File: src/rtl/nanocalc_seq.sv
// Command sequencer for the 4-bit nanocalc ALU: registers operands into the ALU,
// waits SETTLE_CYCLES, captures the result into an accumulator and a response channel.
module nanocalc_seq #(
  parameter int SETTLE_CYCLES = 1
) (
  input  logic       clk,
  input  logic       rst,
  input  logic       cmd_valid,
  output logic       cmd_ready,
  input  logic [2:0] cmd_op,
  input  logic [3:0] cmd_a,
  input  logic [3:0] cmd_b,
  input  logic       cmd_use_acc,
  input  logic       cmd_clr,
  output logic [3:0] alu_a,
  output logic [3:0] alu_b,
  output logic [2:0] alu_op,
  input  logic [3:0] alu_result,
  input  logic       alu_carry,
  input  logic       alu_zero,
  output logic       rsp_valid,
  input  logic       rsp_ready,
  output logic [3:0] rsp_result,
  output logic       rsp_carry,
  output logic       rsp_zero,
  output logic [3:0] acc,
  output logic [7:0] op_count,
  output logic       busy
);

  typedef enum logic [1:0] {IDLE, DRIVE, RESP} state_t;

  localparam logic [3:0] CNT_INIT = 4'(SETTLE_CYCLES - 1);

  state_t     state, state_n;
  logic [3:0] cnt;
  logic       accept, capture;

  always_comb begin
    state_n = state;
    accept  = 1'b0;
    capture = 1'b0;
    case (state)
      IDLE: if (cmd_valid) begin
        accept  = 1'b1;
        state_n = cmd_clr ? RESP : DRIVE;
      end
      DRIVE: if (cnt == 4'd0) begin
        capture = 1'b1;
        state_n = RESP;
      end
      RESP: if (rsp_ready) state_n = IDLE;
      default: state_n = IDLE;
    endcase
  end

  always_ff @(posedge clk) begin
    if (rst) begin
      state      <= IDLE;
      cnt        <= 4'd0;
      alu_a      <= 4'd0;
      alu_b      <= 4'd0;
      alu_op     <= 3'd0;
      rsp_result <= 4'd0;
      rsp_carry  <= 1'b0;
      rsp_zero   <= 1'b0;
      acc        <= 4'd0;
      op_count   <= 8'd0;
    end else begin
      state <= state_n;
      if (accept) begin
        if (cmd_clr) begin
          // clear is a pure accumulator reset answered immediately; ALU regs untouched
          acc        <= 4'd0;
          rsp_result <= 4'd0;
          rsp_carry  <= 1'b0;
          rsp_zero   <= 1'b1;
        end else begin
          alu_a  <= cmd_use_acc ? acc : cmd_a;
          alu_b  <= cmd_b;
          alu_op <= cmd_op;
          cnt    <= CNT_INIT;
        end
      end
      if (state == DRIVE && !capture) cnt <= cnt - 4'd1;
      if (capture) begin
        rsp_result <= alu_result;
        rsp_carry  <= alu_carry;
        rsp_zero   <= alu_zero;
        acc        <= alu_result;
        if (op_count != 8'hFF) op_count <= op_count + 8'd1;
      end
    end
  end

  assign cmd_ready = (state == IDLE) & ~rst;
  assign busy      = (state != IDLE);
  assign rsp_valid = (state == RESP);

endmodule

File: config.mk
export PLATFORM = sky130hd
export DESIGN_NAME = nanocalc_seq
export DESIGN_NICKNAME = d
export VERILOG_FILES = /design/src/rtl/nanocalc_seq.sv
export SDC_FILE = /design/constraint.sdc
export NUM_CORES = 1
export LEC_CHECK = 0
export CORE_ASPECT_RATIO = 0.9
export CORE_MARGIN = 10
export CORE_UTILIZATION = 39
export DETAILED_ROUTE_END_ITERATION = 6
export PLACE_DENSITY = 0.76
export SETUP_SLACK_MARGIN = 0.02
export SKIP_LAST_GASP = 1
export SLEW_MARGIN = 25
export SYNTH_ARGS = -nofsm -noshare
export SYNTH_HDL_FRONTEND = slang
export SYNTH_SLANG_ARGS = --single-unit
File: constraint.sdc
create_clock -name clk -period 1.53 [get_ports clk]
set_input_delay 0.306 -clock clk [delete_from_list [all_inputs] [get_ports clk]]
set_output_delay 0.306 -clock clk [all_outputs]
set_load 0.03 [all_outputs]
==> results.md, run 1 <==
- Initial antenna violation count: 0
- Util after Layout: roughly two thirds
- Die W: roughly 84 um
- DRT Pass-1 Iters: 4
- Via Count: about 1400
- Hold Vio Cnt, Final: 0
- Row cnt: 20
- Vias in the first global route: around 1400
- Die area: ~6600 sq um
- Syn_area_per_cell: between 9 and 10 sq um
- Worst slack at placement: -242 ps
- Worst Hold Class: reg -> reg
- Seq cells post-synth: 31
- Pwr Density: around 800 nW/um^2
- Grt ovf: 0
- Worst skew pair latency: around 280 ps
- DP HPWL: ~3300 um
- Actual slew at the worst max-slew pin: about 600 ps
- Yosys top cell by area: dfxtp_1
- RSZ-0062 raised after global routing: true
- CTS tree: yes
- Design Area, Final: approximately 2300 sq um
- Crit Path Class: reg -> reg
- Critical path capture point type: flop
- Clock buffer depth: 2
- Worst setup margin: between 10 and 15 ps
- Area contributors post-synth: dfxtp_1, nand2_1, a21oi_1
- Worst-path clk slew: 60 ps
- Placed instance area: around 2100 sq um
- Critical Path Start Type: flop
- Run status: finished, final reports clean
- WHS: around 460 ps
- Synth cell types: 44
- WP data arrival: roughly 1700 ps
- GRT busiest layer: met2
- Clock skew: 5.51 ps
- YS warnings: 0
- Total CTS buffers: 5
- Syn Inst Count: 158
- Worst rel slew slack: between 60% and 70%
- Root buffer cell: clkbuf_8
- M1 GR Usage: between 10 and 15%
- Largest net degree at the start of global routing: 23
- I/O Pins: between 50 and 60
- R2R cell count: 6
- M3 GR Usage: between 5 and 6%
- Hold Path Stages: 2
- Post-layout minimum cycle time: around 1500 ps
- Reg2Reg Setup Slack: ~14 ps
- Gr usage total: 12.6%
- Synth top area share: between 40 and 50%
- Final nets: 256
- Antenna diodes: 0
- Core area: 3480 sq um
- Synthesized cell area: approximately 1400 sq um
- Final Setup Violations: 0
- Placer Congestion: 0.809
- Final WL: approximately 4200 um
- Clk sinks: 31
- Max-slew violations: 0
- Crit Path Max Fanout: 7
- H-tree depth: 2
- Port bufs: 54
- Max_cap viols: 0
- Initial drt markers: 74
- Cts hold-fix bufs: 0
- Drt drc: 0
- Peak supply drop: around 0.45 mV
- Req. time, crit path: roughly 1700 ps
- M2 GR Usage: between 20% and 30%
- Syn-to-layout area delta: 59.6%
- Initial Util: 41.6%
- Leakage: 0.00102 uW
- Tcrit/Tclk final: 99.1%
- Post-synthesis sequential area ratio: between 40% and 50%
- First-pass GRT wire length: ~7000 um
- Fmax: about 0.66 GHz
- Number of vias per cell: 5.05
- Post-synthesis net count: 183
- Share of layout cells above drive strength 1: 28.0%
- Post-DRT Antenna Nets: 0
- Drt wl/cell: approximately 15 um
- Die height: 77.8 um
-- sequential cells by signal, indices dropped and copies added (netlist names) --
name,count
op_count,8
acc,4
alu_a,4
alu_b,4
cnt,4
alu_op,3
state,2
rsp_carry,1
rsp_zero,1
-- repair_timing --
action / 4_1_cts / 5_1_grt
pin swaps: 6 / 11
cloned: 0 / 0
endpoints found under the setup margin: 37 / 27
setup buffers: 1 / 2
gates resized for setup: 42 / 20
-- final timing paths --
check	start	endpoint
setup / recovery	state[1]$_SDFFE_PP0P_	op_count[6]$_SDFFE_PP0P_
hold / removal	alu_op[0]$_SDFFE_PP0P_	alu_op[0]$_SDFFE_PP0P_
setup reg to reg	state[1]$_SDFFE_PP0P_	op_count[6]$_SDFFE_PP0P_
hold reg to reg	alu_op[0]$_SDFFE_PP0P_	alu_op[0]$_SDFFE_PP0P_
-- critical path, stage by stage, from the launching register on --
cell	delay, ps
dfxtp_2	340
buf_6	120
nand4bb_1	190
buf_6	170
nor4b_4	290
a21oi_1	110
a31o_1	190
-- cells in the final DEF, fill, tap and decap left out, types with 2 or more instances in the layout --
cell	instances
and4_1	2
buf_6	7
nor2_1	16
dfxtp_1	23
buf_4	18
clkbuf_8	5
clkdlybuf4s50_1	20
dfxtp_4	2
nand3_1	4
nand2_1	18
a22oi_2	4
nor3_1	3
and2b_1	2
a31oi_1	2
dlygate4sd2_1	29
a21oi_1	12
xnor2_1	2
nor2_4	2
mux2i_1	6
a211oi_1	4
or3_1	2
nand2b_1	3
clkinv_1	2
dlymetal6s2s_1	2
and3_1	2
inv_2	2
dfxtp_2	6
inv_1	3
-- through the flow --
step	setup TNS (ps)	instances	power (uW)
2_1_floorplan	0	158	1060
3_3_place_gp	-3070	265	1240
3_5_place_dp	-3850	265	1250
4_1_cts	-9.93	274	1840
5_1_grt	-330	276	1920
6_report	0	276	1840
-- final cells by class --
cell class	count	area (sq um)
Clock buffer	6	72.6
Inverter	5	18.8
Tap cell	44	55.1
Multi-Input combinational cell	110	802
Fill cell	288	1170
Clock inverter	2	7.51
Timing Repair Buffer	78	718
Sequential cell	31	636
-- synthesized netlist by cell type (all sizes together) --
cell,n
nand2b,3
or2,1
nor4b,2
a211oi,6
xnor2,2
clkbuf,3
a21oi,13
a211o,1
o22a,1
mux2,1
a31oi,2
and4,2
inv,5
mux2i,6
buf,9
and2,1
nand2,18
a311oi,1
ha,2
dfxtp,31
nand4,1
nor3,4
and3,2
a31o,1
and4bb,1
nand4bb,1
o21ai,2
a221oi,1
and2b,2
and4b,1
nor2b,2
a22oi,5
nor2,18
or3,2
nand3,4
or4b,1
-- layer usage --
metal	share of wire (%)	vias to the layer above
met5	0	-
met1	44	645
met4	1.2	0
li1	-	699
met2	48	44
met3	6.6	7
-- where the power goes --
group,switching [uW],internal (uW)
clock,292,309
combinational,196,183
sequential,21.7,836
total,509,1330
-- cell families after synthesis --
kind of cell	synth area share [%]
flip-flops	42.9
multiplexers	4.93
XOR/XNOR	1.21
AO/OA/AOI/OAI	16.3
AND/OR/NAND/NOR	26.5
buffers and inverters	6.40
adder cells (fa/ha/maj)	1.73
Note: power is estimated with default switching activity, not from simulation.
==> run 2, diff against run 1 <==
CORE_UTILIZATION = 45   (was 39)
DONT_BUFFER_PORTS = 1   (was default)
PLACE_DENSITY = 0.63   (was 0.76)
==> run 2 against run 1 <==
  * The run now ends with setup timing left
  * Power shrank 14%
  * Maximum frequency decreased by 1.4%
  * Die area down 10%
  * Critical endpoint is now op_count[4]$_SDFFE_PP0P_
  * Highest routed layer unchanged
==> results.md, run 2 (same netlist as run 1, synthesis figures left out) <==
- RSZ-0062 raised after global routing: true
- Via Count: about 1200
- Root buffer cell: clkbuf_4
- Slowest CP cell: dfxtp_4
- Leakage: slightly above 0.0007 uW
- Number of vias per cell: 5.39
- Pwr Density: between 800 and 900 nW/um^2
- Clock buffer depth: 2
- Design Area, Final: roughly 1800 sq um
- DP HPWL: 2710 um
- RR Endpoint: op_count[4]$_SDFFE_PP0P_
- Clock power frac: 29.3%
- Worst-path clk slew: 100 ps
- Reg2Reg Setup Slack: -7 ps
- Clk sinks: 31
- Vias in the first global route: ~1300
- Worst setup margin: -7.07 ps
- CTS tree: yes
- DRT Pass-1 Iters: 4
- Die W: 79.8 um
- M2 GR Usage: 19.8%
- Worst skew pair latency: 320 ps
- Critical Path Start Type: flop
- H-tree depth: 2
- Worst R2R Start: state[1]$_SDFFE_PP0P_
- Violated checks: setup timing
- Post-DRT Antenna Nets: 0
- Number of flip-flops in the largest register: 8
- Commonest cells after routing, fill and taps aside: buf_4, dfxtp_1, nand2_1, nor2_1, a21oi_1
- Worst Hold Class: in -> reg
- Sequential Power Share: between 50% and 60%
- Psw: 474 uW
- Worst slack at placement: -82.5 ps
- Total Power: 1580 uW
- Die height: between 70 and 80 um
- Final nets: approximately 210
- M1 GR Usage: between 10 and 15%
- Internal power: 1110 uW
- Max_cap viols: 0
- Crit Path Max Fanout: 6
- Hold Vio Cnt, Final: 0
- GRT busiest layer: met2
- Commonest non-fill, non-tap cell in the layout: buf_4
- Port bufs: 0
- Row cnt: 19
- Critical path capture point type: flop
- Combinational Power Share: between 10% and 20%
- First-pass GRT wire length: slightly below 6000 um
- Gr usage total: 12.5%
- I/O Pins: 55
- Largest net degree at the start of global routing: 35
- Core area: 3070 sq um
- Crit-path cells: buf_6 > nand4bb_1 > buf_6 > nor4b_4 > buf_4 > xnor2_1 > nor2_1
- Syn-to-layout area delta: 27.5%
- Run status: complete, but fails checks
- Fmax: roughly 0.65 GHz
- Crit-path most repeated cell: buf_6
- Final Setup Violations: 1
- Drt wl/cell: about 17 um
- Post-layout minimum cycle time: 1540 ps
- Share of layout cells above drive strength 1: around two fifths
- Antenna diodes: 0
- Sw Ratio: 29.9%
- Placer Congestion: roughly 0.83
- Clock skew: roughly 8.6 ps
- Grt ovf: 0
- Placed instance area: around 1600 sq um
- Worst rel slew slack: between 70% and 80%
- Reg with most FFs: op_count
- Actual slew at the worst max-slew pin: 365 ps
- Tcrit/Tclk final: 100%
- Crit Path Class: reg -> reg
- Drt drc: 0
- Sum of negative setup slack: -7.07 ps
- Placed cells: 210
- Req. time, crit path: 1760 ps
- Min-delay src: rst
- Die area: 5890 sq um
- Initial antenna violation count: 0
- M3 GR Usage: 6.22%
- Max-slew violations: 0
- Final cell count without fillers: 230
- Peak supply drop: about 0.56 mV
- Endpoint, Worst Hold: rsp_zero$_SDFFE_PP0P_
- Total CTS buffers: 5
- WP data arrival: roughly 1800 ps
- R2R cell count: 7
- Worst stage delay on the critical path: about 370 ps
- Initial drt markers: 49
- Final WL: 3850 um
- Hold Path Stages: 1
- Initial Util: 47.2%
-- run 2: metal layers --
layer  up-vias  share of wire [%]
li1        613                  -
met1       583                 42
met2        36                 48
met3         7                9.0
met4         0                1.0
met5         -                  0
-- run 2: how the worst max path moves through the flow --
stage / startpoint / endpoint / slack, ps / cells past startpoint
after detailed placement: cnt[0]$_SDFFE_PP0P_ / op_count[2]$_SDFFE_PP0P_ / -80 / 8
after global placement: cnt[0]$_SDFFE_PP0P_ / op_count[6]$_SDFFE_PP0P_ / 10 / 7
after global routing: state[1]$_SDFFE_PP0P_ / op_count[4]$_SDFFE_PP0P_ / -70 / 7
final: state[1]$_SDFFE_PP0P_ / op_count[4]$_SDFFE_PP0P_ / -7 / 7
after floorplan: cnt[0]$_SDFFE_PP0P_ / op_count[6]$_SDFFE_PP0P_ / 40 / 7
after CTS: state[0]$_SDFFE_PP0P_ / cmd_ready / 10 / 3
-- run 2: worst max-delay path: cells and delay by family (launching register included) --
kind                      cells  cell delay [ps]
buffers and inverters         3              440
xor gates and xnor gates      1              100
DFF                           1              370
and+or+nand+nor               3              530
-- run 2: power by group through the flow --
stage                     logic, uW  registers [uW]  clock network, uW
after floorplan                 134             924                  0
after global placement          166             918                  0
after detailed placement        172             920                  0
after CTS                       199             901                481
after global routing            242             903                527
final                           222             898                464
-- run 2: metrics by stage --
stage               hold WS [ps]  utilization (%)
finish                      30.1             60.2
global route                2.60             60.2
CTS                         15.1             57.3
detailed placement           378             52.3
global placement             377             52.3
floorplan                    442                -
-- run 2: final cells by class --
type / instances / area (sq um)
Clock buffer: 5 / 37.5
Sequential cell: 31 / 642
Fill cell: 273 / 1220
Inverter: 5 / 18.8
Timing Repair Buffer: 34 / 274
Multi-Input combinational cell: 110 / 801
Clock inverter: 3 / 20.0
Tap cell: 42 / 52.6
-- run 2: what timing repair did --
action | CTS | global route
setup buffers | 6 | 4
endpoints found under the setup margin | 11 | 18
cloned | 0 | 1
gates resized for setup | 17 | 13
pin swaps | 8 | 14
hold buffers | 0 | 1
hold endpoints to repair | 0 | 4
==> patch, RTL diff (config.mk and constraints of run 2) <==
Re-encode `state_t` (3 states) as one-hot, 3 bits wide.
--- a/src/rtl/nanocalc_seq.sv
+++ b/src/rtl/nanocalc_seq.sv
@@ -29,5 +29,5 @@
 );
 
-  typedef enum logic [1:0] {IDLE, DRIVE, RESP} state_t;
+  typedef enum logic [2:0] {IDLE = 3'b001, DRIVE = 3'b010, RESP = 3'b100} state_t;
 
   localparam logic [3:0] CNT_INIT = 4'(SETTLE_CYCLES - 1);
Formal check against the unedited RTL: same outputs for any inputs over 10 cycles, from zero or initial values and one cycle with rst high; not proved beyond that.
==> patch against run 2 <==
Count of clock-buffer cells in the layout increased by 2. Wire length increased by 5.6%. Maximum frequency decreased by 8.8%. Non-clock buffer count increased by 7. The flow still finishes with violations (setup timing). Final area increased by 10%. Core utilization increased by 6.0 points. Worst setup slack got worse by 0.15 ns. Area after synthesis increased by 0.35%. Critical path depth decreased by 1. Sequential cell count increased by 1. Power increased by 14%.
==> patch: results <==
set metrics [dict create \
    synthMuxAreaShare_pct 10.5 \
    cts-root-buf "clkbuf_4" \
    syn_avg_cell_area_um2 9.56 \
    stdcell_count 233 \
    ctsResizeCount 12 \
    grt_pass1_wl_um 5910 \
    synthXorXnorAreaFrac_pct 0 \
    fin_worst_skew_ns 0.00556 \
    status "complete, but fails checks" \
    nNetsFinal 215 \
    placed_cells 213 \
    drive_gt1_share_pct 49.2 \
    synth_nets 177 \
    synth_compound_area_share_pct 14.9 \
    routed_wl_um 4060 \
    async_flop_share_pct 0 \
    drt-vias-per-instance 5.63 \
    grt_pass1_vias 1266 \
    intPower_uw 1370 \
    r2r_start "cnt[0]" \
    fin_ws_ns -0.156 \
    hp-class "input port to flip-flop" \
    ir_drop_uv 784 \
    post_dp_cell_area_mm2 0.00171 \
    p_leak_uw 0.000817 \
    gp_congestion 0.933 \
    setup_tns_ns -1.29 \
    max_stage_delay_ns 0.56 \
    synthAdderAreaFrac_pct 1.72 \
    ys_types 41 \
    antenna_found_initial 0 \
    post-cts-setup-buffers 1 \
    ys_seq_area_share_pct 44.1 \
    worstRegToRegCells 6 \
    first_iter_violations 80 \
    fill_cells 253 \
    cp_slowest_cell "or4_4" \
    grt_max_degree 29 \
    violations "setup timing" \
    yosys-top-cells-count "32 x dfxtp_1, 22 x nor2_1, 13 x mux2i_1, 8 x nand2_1, 7 x a21oi_1" \
    worstPathMaxFanout 3 \
    pre_cts_ws_ns -0.112 \
    setup_violations 16 \
]
patch: changes by cell type after synthesis, moves of 3 or more:
cell,change
mux2i_1,+7
nor2_1,+5
a21oi_1,-6
nand2_1,-10
a22oi_1,-5
o21ai_0,+3
a32o_1,+5
o31ai_1,+3
patch: area by class of cell:
cell class | instances | area (um^2) | area share, %
Clock buffer | 7 | 65.1 | 3.20
Timing Repair Buffer | 41 | 334 | 16.5
Multi-Input combinational cell | 105 | 872 | 42.9
Clock inverter | 1 | 30.0 | 1.48
Inverter | 5 | 18.8 | 0.924
Sequential cell | 32 | 658 | 32.4
Tap cell | 42 | 52.6 | 2.59
patch: final timing paths:
| kind | slack [ns] | end |
|---|---|---|
| worst max-delay path | -0.16 | op_count[5] |
| worst min-delay path | 0.02 | op_count[5] |
| worst max register to register | -0.16 | op_count[5] |
| worst min register to register | 0.51 | op_count[5] |
patch: power groups by stage:
stage	registers, uW	logic [uW]	clock network (uW)
after floorplan	937	113	0
after global placement	938	136	0
after detailed placement	939	141	0
after CTS	920	147	734
after global routing	923	181	782
final	919	167	725
patch: per-layer routing:
| layer | track usage (%) | vias to the layer above | wire (um) |
|---|---|---|---|
| met1 | 12.9 | 624 | 1530 |
| met3 | 8.29 | 8 | 438 |
| met5 | 0 | - | 0 |
| li1 | - | 627 | - |
| met2 | 20.9 | 52 | 2050 |
| met4 | 4.10 | 0 | 47 |
patch: logic make-up after synthesis:
group,after synthesis
AO/OA/AOI/OAI,30
adder cells (fa/ha/maj),2
buffers and inverters,15
flip-flops,32
multiplexers,15
AND/OR/NAND/NOR,58
patch: worst max-delay path, delay by kind of cell (launching register included):
kind | cells | cell delay (ns)
adders and majority gates | 1 | 0.13
DFF | 1 | 0.34
AOI/OAI and AO/OA | 1 | 0.15
and+or+nand+nor | 3 | 0.95
buffers and inverters | 1 | 0.06
